`src/rtl/mips_pkg.sv`:
```
// Shared MIPS encodings for the fetch front end: opcodes, functs, controller
// branch/PC-source codes and the fetch FSM state type.
package mips_pkg;

   localparam logic [31:0] RESET_PC_DEFAULT = 32'h0000_0000;

   localparam logic [5:0] OP_RTYPE  = 6'h00;
   localparam logic [5:0] OP_REGIMM = 6'h01;
   localparam logic [5:0] OP_J      = 6'h02;
   localparam logic [5:0] OP_JAL    = 6'h03;
   localparam logic [5:0] OP_BEQ    = 6'h04;
   localparam logic [5:0] OP_BNE    = 6'h05;
   localparam logic [5:0] OP_BLEZ   = 6'h06;
   localparam logic [5:0] OP_BGTZ   = 6'h07;
   localparam logic [5:0] OP_ADDI   = 6'h08;

   localparam logic [5:0] FN_JR     = 6'h08;
   localparam logic [5:0] FN_JALR   = 6'h09;

   localparam logic [2:0] BR_NONE = 3'b000;
   localparam logic [2:0] BR_BEQ  = 3'b100;
   localparam logic [2:0] BR_BNE  = 3'b101;
   localparam logic [2:0] BR_BLEZ = 3'b110;
   localparam logic [2:0] BR_BGTZ = 3'b111;
   localparam logic [2:0] BR_BLTZ = 3'b001;

   localparam logic [1:0] PCS_SEQ  = 2'b00;
   localparam logic [1:0] PCS_BEQ  = 2'b01;
   localparam logic [1:0] PCS_JUMP = 2'b10;

   typedef enum logic {
      FETCH = 1'b0,
      ISSUE = 1'b1
   } fetchState_t;

endpackage

```
`src/rtl/fetch_next_pc.sv`:
```
// Combinational next-PC resolution: branch condition, jump/jr/branch targets
// and the final priority mux.
module fetch_next_pc
   import mips_pkg::*;
(
   input  logic [31:0] pcPlus4,
   input  logic [31:0] ir,
   input  logic [1:0]  pcSource,
   input  logic [2:0]  branch,
   input  logic [31:0] rsData,
   input  logic [31:0] rtData,
   output logic [31:0] nextPc,
   output logic        jrMisalign
);

   logic [2:0]  brEff;
   logic        branchTaken;
   logic        isJump;
   logic        isJr;
   logic [31:0] brTarget;
   logic [31:0] jTarget;
   logic [31:0] jrTarget;

   assign isJump   = (pcSource == PCS_JUMP);
   assign isJr     = isJump && (ir[31:26] == OP_RTYPE);
   assign brTarget = pcPlus4 + {{14{ir[15]}}, ir[15:0], 2'b00};
   assign jTarget  = {pcPlus4[31:28], ir[25:0], 2'b00};
   assign jrTarget = {rsData[31:2], 2'b00};
   assign jrMisalign = isJr && (rsData[1:0] != 2'b00);

   // A bare PCSource=01 from the controller still means beq
   always_comb begin
      brEff = branch;
      if (branch == BR_NONE && pcSource == PCS_BEQ)
         brEff = BR_BEQ;
   end

   always_comb begin
      branchTaken = 1'b0;
      case (brEff)
         BR_BEQ:  branchTaken = (rsData == rtData);
         BR_BNE:  branchTaken = (rsData != rtData);
         BR_BLEZ: branchTaken = rsData[31] || (rsData == 32'd0);
         BR_BGTZ: branchTaken = !rsData[31] && (rsData != 32'd0);
         BR_BLTZ: branchTaken = rsData[31];
         default: branchTaken = 1'b0;
      endcase
   end

   always_comb begin
      nextPc = pcPlus4;
      if (isJr)
         nextPc = jrTarget;
      else if (isJump)
         nextPc = jTarget;
      else if (branchTaken)
         nextPc = brTarget;
   end

endmodule

```
`src/rtl/instr_fetch_unit.sv`:
```
// MIPS fetch front end: owns PC and IR, runs the imem req/ack handshake and
// advances the PC when the datapath retires the held instruction.
//
//   state | meaning
//   FETCH | imem_req held at pc until imem_ack; IR captured on ack
//   ISSUE | IR valid and stable; waiting for retire to load next_pc
module instr_fetch_unit
   import mips_pkg::*;
#(
   parameter logic [31:0] RESET_PC = RESET_PC_DEFAULT,
   parameter int          CNT_W    = 32
) (
   input  logic             clk,
   input  logic             reset,
   output logic             imem_req,
   output logic [31:0]      imem_addr,
   input  logic [31:0]      imem_rdata,
   input  logic             imem_ack,
   output logic [31:0]      instr,
   output logic             instr_valid,
   output logic [5:0]       OpCode,
   output logic [5:0]       Funct,
   input  logic [1:0]       PCSource,
   input  logic [2:0]       Branch,
   input  logic [31:0]      rs_data,
   input  logic [31:0]      rt_data,
   input  logic             retire,
   output logic [31:0]      pc,
   output logic [31:0]      pc_plus4,
   output logic             misalign,
   output logic [CNT_W-1:0] instr_count
);

   fetchState_t state;
   fetchState_t stateNext;
   logic        reqQ;
   logic        ackTake;
   logic        retireTake;
   logic [31:0] nextPc;
   logic        jrMisalign;

   // reqQ is registered so it rises one edge after reset release or retire
   assign ackTake    = (state == FETCH) && reqQ && imem_ack;
   assign retireTake = (state == ISSUE) && retire;

   assign imem_req    = reqQ;
   assign imem_addr   = pc;
   assign instr_valid = (state == ISSUE);
   assign OpCode      = instr[31:26];
   assign Funct       = instr[5:0];
   assign pc_plus4    = pc + 32'd4;

   fetch_next_pc u_nextPc (
      .pcPlus4    (pc_plus4),
      .ir         (instr),
      .pcSource   (PCSource),
      .branch     (Branch),
      .rsData     (rs_data),
      .rtData     (rt_data),
      .nextPc     (nextPc),
      .jrMisalign (jrMisalign)
   );

   always_comb begin
      stateNext = state;
      case (state)
         FETCH:   if (ackTake) stateNext = ISSUE;
         ISSUE:   if (retireTake) stateNext = FETCH;
         default: stateNext = FETCH;
      endcase
   end

   always_ff @(posedge clk or negedge reset) begin
      if (!reset) begin
         state       <= FETCH;
         reqQ        <= 1'b0;
         pc          <= RESET_PC;
         instr       <= 32'd0;
         misalign    <= 1'b0;
         instr_count <= '0;
      end else begin
         state <= stateNext;
         reqQ  <= (stateNext == FETCH);
         if (ackTake)
            instr <= imem_rdata;
         if (retireTake) begin
            pc          <= nextPc;
            instr_count <= instr_count + CNT_W'(1);
            if (jrMisalign)
               misalign <= 1'b1;
         end
      end
   end

endmodule

```
`config.mk`:
```
export PLATFORM = sky130hd
export DESIGN_NAME = instr_fetch_unit
export DESIGN_NICKNAME = d
export VERILOG_FILES = /design/src/rtl/mips_pkg.sv /design/src/rtl/fetch_next_pc.sv /design/src/rtl/instr_fetch_unit.sv
export SDC_FILE = /design/constraint.sdc
export NUM_CORES = 1
export LEC_CHECK = 0
export CAP_MARGIN = 20
export CORE_MARGIN = 2
export CORE_UTILIZATION = 25
export DETAILED_ROUTE_END_ITERATION = 16
export GPL_ROUTABILITY_DRIVEN = 0
export HOLD_SLACK_MARGIN = 0.06
export SYNTH_ARGS = -nofsm -noshare
export SYNTH_HDL_FRONTEND = slang
export SYNTH_SLANG_ARGS = --single-unit
```
`constraint.sdc`:
```
create_clock -name clk -period 4.3 [get_ports clk]
set_clock_uncertainty 0.05 [all_clocks]
set_input_delay 0.86 -clock clk [delete_from_list [all_inputs] [get_ports clk]]
set_output_delay 0.86 -clock clk [all_outputs]
set_load 0.02 [all_outputs]
```
==> reports/results.tsv, run 1 <==
metric	value	unit
endpoint_kind	output pin	
power_density	766	nW/um^2
tritoncts	yes	
fmax	244	MHz
synth_top_area_share	32.7	%
first_pass_iters	5	
rows	63	
tightest_slew	941	ps
drive_gt1_share	9.19	%
maxCapViolations	0	
status	finished clean	
grt_usage	18.9	%
synth_cell_types	58	
cellLeakagePower	0.00448	uW
cts.reportedPaths.clkPinSlew	80	ps
nets	1226	
syn_to_final_growth	46.1	%
design_area	10800	um^2
synthArstFlopShare	100	%
synth_edf_count	0	
layout_min_cycle_time	4100	ps
dieArea	31100	um^2
finish.utilization	36.9	%
fin_crit_sh	95.2	%
initial_core_util	25.3	%
drt-initial-drc-count	487	
cts-hold-fix-buffers	0	
clock_sinks	97	
io_buffers	273	
crit_required	3390	ps
ff2ff_path_depth	14	
yosysWarnings	0	
synth_area_leader_cell	dfrtp_1	
ys_ff_latch	97	
cts.htree.levels	3	
die_x	176	um
reg2reg_from	imem_addr[5]	
tns	0	ps
via_per_inst	4.93	
worstSetupEndpoint	pc_plus4[30]	
ys.flop_type	dfrtp_1	
root_buffer	clkbuf_16	
vias	7302	
relSlewSlack	37.2	%
slew_viol_final	0	
critPathMaxFanout	8	
core_area	29400	um^2
synth_area	7420	um^2
ir_drop	0.000387	V
place_area	10500	um^2
grt_pass1_vias	7209	
finalPower	8310	uW
drc_errors	0	
rrSetupSlack	300	ps
postRouteAntennaNets	0	
startpoint_type	register	
grt_pass1_wl	44300	um
synth.most_common_cell	dfrtp_1	
drt-total-wl	29600	um
reg2reg_to	imem_addr[26]	
grt_max_degree	55	
wl_per_cell	20.0	um
synthCells	825	
setup_viol	0	
die_h	176	um
overflow	0	
crit_start	imem_addr[14]	
ios	280	
clock_path_buffers	2	
worstSetupPathType	reg2out	
yosys-top-cells-count	dfrtp_1, nand2_1, xor2_1	
min_path_type	reg2reg	
avgSynthCellArea	9.00	um^2
cts_made_buffers	9	
yosysSeqAreaShare	32.7	%
synth.area.top_cells	dfrtp_1, xor2_1, xnor2_1, ha_1, buf_4	
cp.arrival	3190	ps
hpwl	23600	um
rsz0062_at_grt	no	
hold_viol	0	
antenna_found_initial	4	
clk_latency	360	ps
[flip-flops by register name (all words and copies together), names as in the netlist]
name	flops
imem_req	1
misalign	1
instr_count	32
instr_valid	1
instr	32
imem_addr	30
[worst min-delay path by stage]
stage                     depth (start not counted)      from            end
after detailed placement                          1  misalign       misalign
after global routing                              1  misalign       misalign
after CTS                                         1  misalign       misalign
after floorplan                                   0     reset  imem_addr[10]
after global placement                            1  misalign       misalign
final                                             1  misalign       misalign
[placed cells by master (no fill, tap or decap), types with 3 or more instances in the layout]
cell type	synthesis	layout
a211oi_1	18	18
nor2b_1	7	7
clkinvlp_4	0	3
and2_1	7	7
nand2b_1	6	6
a21oi_1	49	49
o211ai_1	4	4
a221o_1	4	4
clkdlybuf4s50_1	0	272
nand4_1	27	27
nand3_1	31	30
ha_1	37	37
o21a_1	4	4
mux2i_1	17	17
o22ai_1	3	3
nor4_1	19	19
o21bai_1	7	7
o21ai_1	5	6
nor3b_1	4	4
xnor2_1	55	55
a21o_1	12	12
xor2_1	61	61
nor3_1	8	8
nor2_1	53	51
nand2_1	69	69
or3_1	6	6
inv_1	13	13
diode_2	0	4
dfrtp_1	97	97
mux2_2	32	32
and3_1	20	20
and4_1	4	4
a221oi_1	3	3
clkbuf_16	0	9
buf_4	50	44
o21ai_0	37	36
a211o_1	3	3
conb_1	1	6
a31oi_1	6	6
[critical path, cell delays in order (launching register included)]
cell             delay (ps)
dfrtp_1                 500
nand4_1                 220
nor3_1                  370
nand4_1                 140
buf_4                   190
nor2_2                  200
nand3_1                 120
xnor2_1                 360
clkdlybuf4s50_1         720
[cell families (layout without fill, tap and decap cells)]
| group | Yosys count | after routing | synth area share, % |
|---|---|---|---|
| AOI/OAI and AO/OA | 170 | 170 | 14.7 |
| xor gates and xnor gates | 116 | 116 | 13.7 |
| adders and majority gates | 38 | 38 | 6.50 |
| buffers and inverters | 89 | 347 | 7.38 |
| DFF | 97 | 97 | 32.7 |
| muxes | 49 | 49 | 7.15 |
| other | 1 | 10 | 0.0505 |
| and+or+nand+nor | 265 | 265 | 17.9 |
[through the flow]
step                std cells  setup WS, ps  hold slack, ps
finish                   1482           204             423
global route             1480          22.1             467
CTS                      1476          44.8             430
detailed placement       1460          45.0             408
global placement         1460           126             407
floorplan                 830           354             514
[report_power, final]
part           total [uW]  leakage, uW  internal [uW]  switching, uW
logic                5700      0.00313           2660           3040
clock network         876     0.000139            461            415
registers            1730      0.00121           1220            510
total                8310      0.00448           4340           3970
[repair_timing]
item	in CTS	in global routing
setup buffers	0	2
setup endpoints to repair	0	4
gates resized for setup	0	2
[per-layer routing]
layer	track usage (%)	vias up	routed length [um]
met5	0	-	13
met2	31.7	308	14400
met1	24.1	3522	12600
met3	3.79	36	1880
li1	-	3434	-
met4	6.58	2	681
[area by class of cell]
cell class	instances	area [um^2]
inverter	13	48.8
tap	390	488
antenna	4	10.0
multi-input combinational	644	4480
fill	3022	18600
clock buffer	10	229
timing repair buffer	318	3090
clock inverter	6	75.1
sequential	97	2430
Note: power is estimated with default switching activity, not from simulation.
==> run 2, diff against run 1 <==
--- a/config.mk
+++ b/config.mk
@@ -11,6 +11,7 @@
 export DETAILED_ROUTE_END_ITERATION = 16
 export GPL_ROUTABILITY_DRIVEN = 0
 export HOLD_SLACK_MARGIN = 0.06
+export PLACE_DENSITY = 0.62
 export SYNTH_ARGS = -nofsm -noshare
 export SYNTH_HDL_FRONTEND = slang
 export SYNTH_SLANG_ARGS = --single-unit
==> run 2 against run 1 <==
Effect of this change: register-to-register slack got worse by 20 ps; die area unchanged; flip-flop and latch count unchanged; sequential power about the same; hold slack about the same; critical path depth decreased by 1; total power about the same; clock power about the same; cell area decreased by 0.99%; fmax about the same; count of clock-buffer cells in the layout decreased by 1; final cell count decreased by 1.1%; largest cell class unchanged; largest power group unchanged.
==> reports/results.tsv, run 2 (synthesis gave the netlist of run 1 again) <==
metric	value	unit
cts-hold-fix-buffers	0	
fin_crit_sh	95.3	%
drt-initial-drc-count	463	
pwr-share-comb	68.7	%
dieArea	31100	um^2
cp_num_buf_inv	1	
clock_path_buffers	2	
tightest_slew	1010	ps
root_buffer	clkbuf_16	
relSlewSlack	32.6	%
hold_viol	0	
rsz0062_at_grt	no	
crit_chain	ha_1 -> and4_2 -> nand4_1 -> nor2_4 -> nand3_1 -> xnor2_1 -> clkdlybuf4s50_1	
layout.cells.non_filler	1466	
clk_latency	360	ps
cts.reportedPaths.clkPinSlew	70	ps
postCtsSetupBuffers	0	
grt_pass1_vias	7144	
startpoint_type	register	
ios	280	
drt-total-wl	28900	um
power_density	773	nW/um^2
postRouteAntennaNets	0	
tns	0	ps
cellLeakagePower	0.00441	uW
drive_gt1_share	8.12	%
core_area	29400	um^2
clock_sinks	97	
syn_to_final_growth	44.7	%
status	finished clean	
layout_min_cycle_time	4100	ps
min_path_type	reg2reg	
wl_per_cell	19.7	um
dpl.cell_count	1445	
p_int	4330	uW
overflow	0	
via_per_inst	4.93	
die_h	176	um
cp_slowest_cell	clkdlybuf4s50_1	
slowest_delay	690	ps
endpoint_kind	output pin	
final_common_cell	clkdlybuf4s50_1	
fillers	3002	
first_pass_iters	5	
hpwl	23400	um
grt_max_degree	54	
vias	7230	
path_delay_family	simple AND/OR/NAND/NOR gates	
slew_viol_final	0	
p_switching	3980	uW
maxCapViolations	0	
cts.htree.levels	3	
final_cell_mix	clkdlybuf4s50_1, dfrtp_1, nand2_1	
worstSetupPathType	reg2out	
sw_frac_of_total	47.9	%
die_x	176	um
tritoncts	yes	
seq_power_share	20.7	%
nets	1209	
antenna_found_initial	5	
drc_errors	0	
cp.arrival	3190	ps
fmax	244	MHz
crit_required	3390	ps
initial_core_util	25.3	%
rows	63	
io_buffers	273	
clockPowerShare	10.5	%
critPathMaxFanout	5	
setup_viol	0	
ir_drop	0.000403	V
grt_pass1_wl	42900	um
cts_made_buffers	9	
grt_usage	18.2	%
==> run 2: per-layer routing <==
layer	share of wire [%]	GRT usage, %	vias to the layer above
met2	48	30.4	280
li1	-	-	3403
met3	5.5	3.12	39
met4	2.9	7.47	0
met1	44	23.3	3508
met5	0	0	-
==> run 2: worst paths after layout <==
path                         startpoint         endpoint  slack [ps]  cells after the start
min reg2reg                    misalign         misalign         420                      1
max                        imem_addr[2]     pc_plus4[30]         200                      7
max in group asynchronous         reset   instr_count[0]        2850                      2
max reg2reg                imem_addr[2]    imem_addr[31]         280                     14
min in group asynchronous         reset  instr_count[30]         490                      1
min                            misalign         misalign         420                      1
==> run 2: stage by stage <==
stage          utilization [%]  hold WS (ps)  area, um^2  power (uW)  worst slack (ps)
2_1_floorplan                -           514        7440        5280               354
3_3_place_gp              35.3           405       10400        7360              55.4
3_5_place_dp              35.3           403       10400        7400              56.9
4_1_cts                   36.4           429       10700        8330              18.9
5_1_grt                   36.5           456       10700        8880              2.64
6_report                  36.5           422       10700        8300               203
==> run 2: layout make-up <==
class | instances | area (um^2) | area share (%)
multi-input cells | 644 | 4500 | 41.9
repair buffers | 301 | 2950 | 27.5
flip-flops and latches | 97 | 2430 | 22.6
well taps | 390 | 488 | 4.54
clock buffers | 9 | 225 | 2.10
clock inverters | 7 | 90.1 | 0.839
inverters | 13 | 48.8 | 0.454
diodes | 5 | 12.5 | 0.116
==> run 2: repair_timing <==
action / in CTS / in global routing
gates resized for setup: 1 / 5
endpoints found under the hold margin: 0 / 0
endpoints found under the setup margin: 1 / 4
==> run 2: power by group through the flow <==
stage	sequential (uW)	clock, uW	combinational (uW)
2_1_floorplan	1990	0	3290
3_3_place_gp	1740	0	5620
3_5_place_dp	1750	0	5660
4_1_cts	1740	892	5700
5_1_grt	1780	936	6170
6_report	1720	876	5710
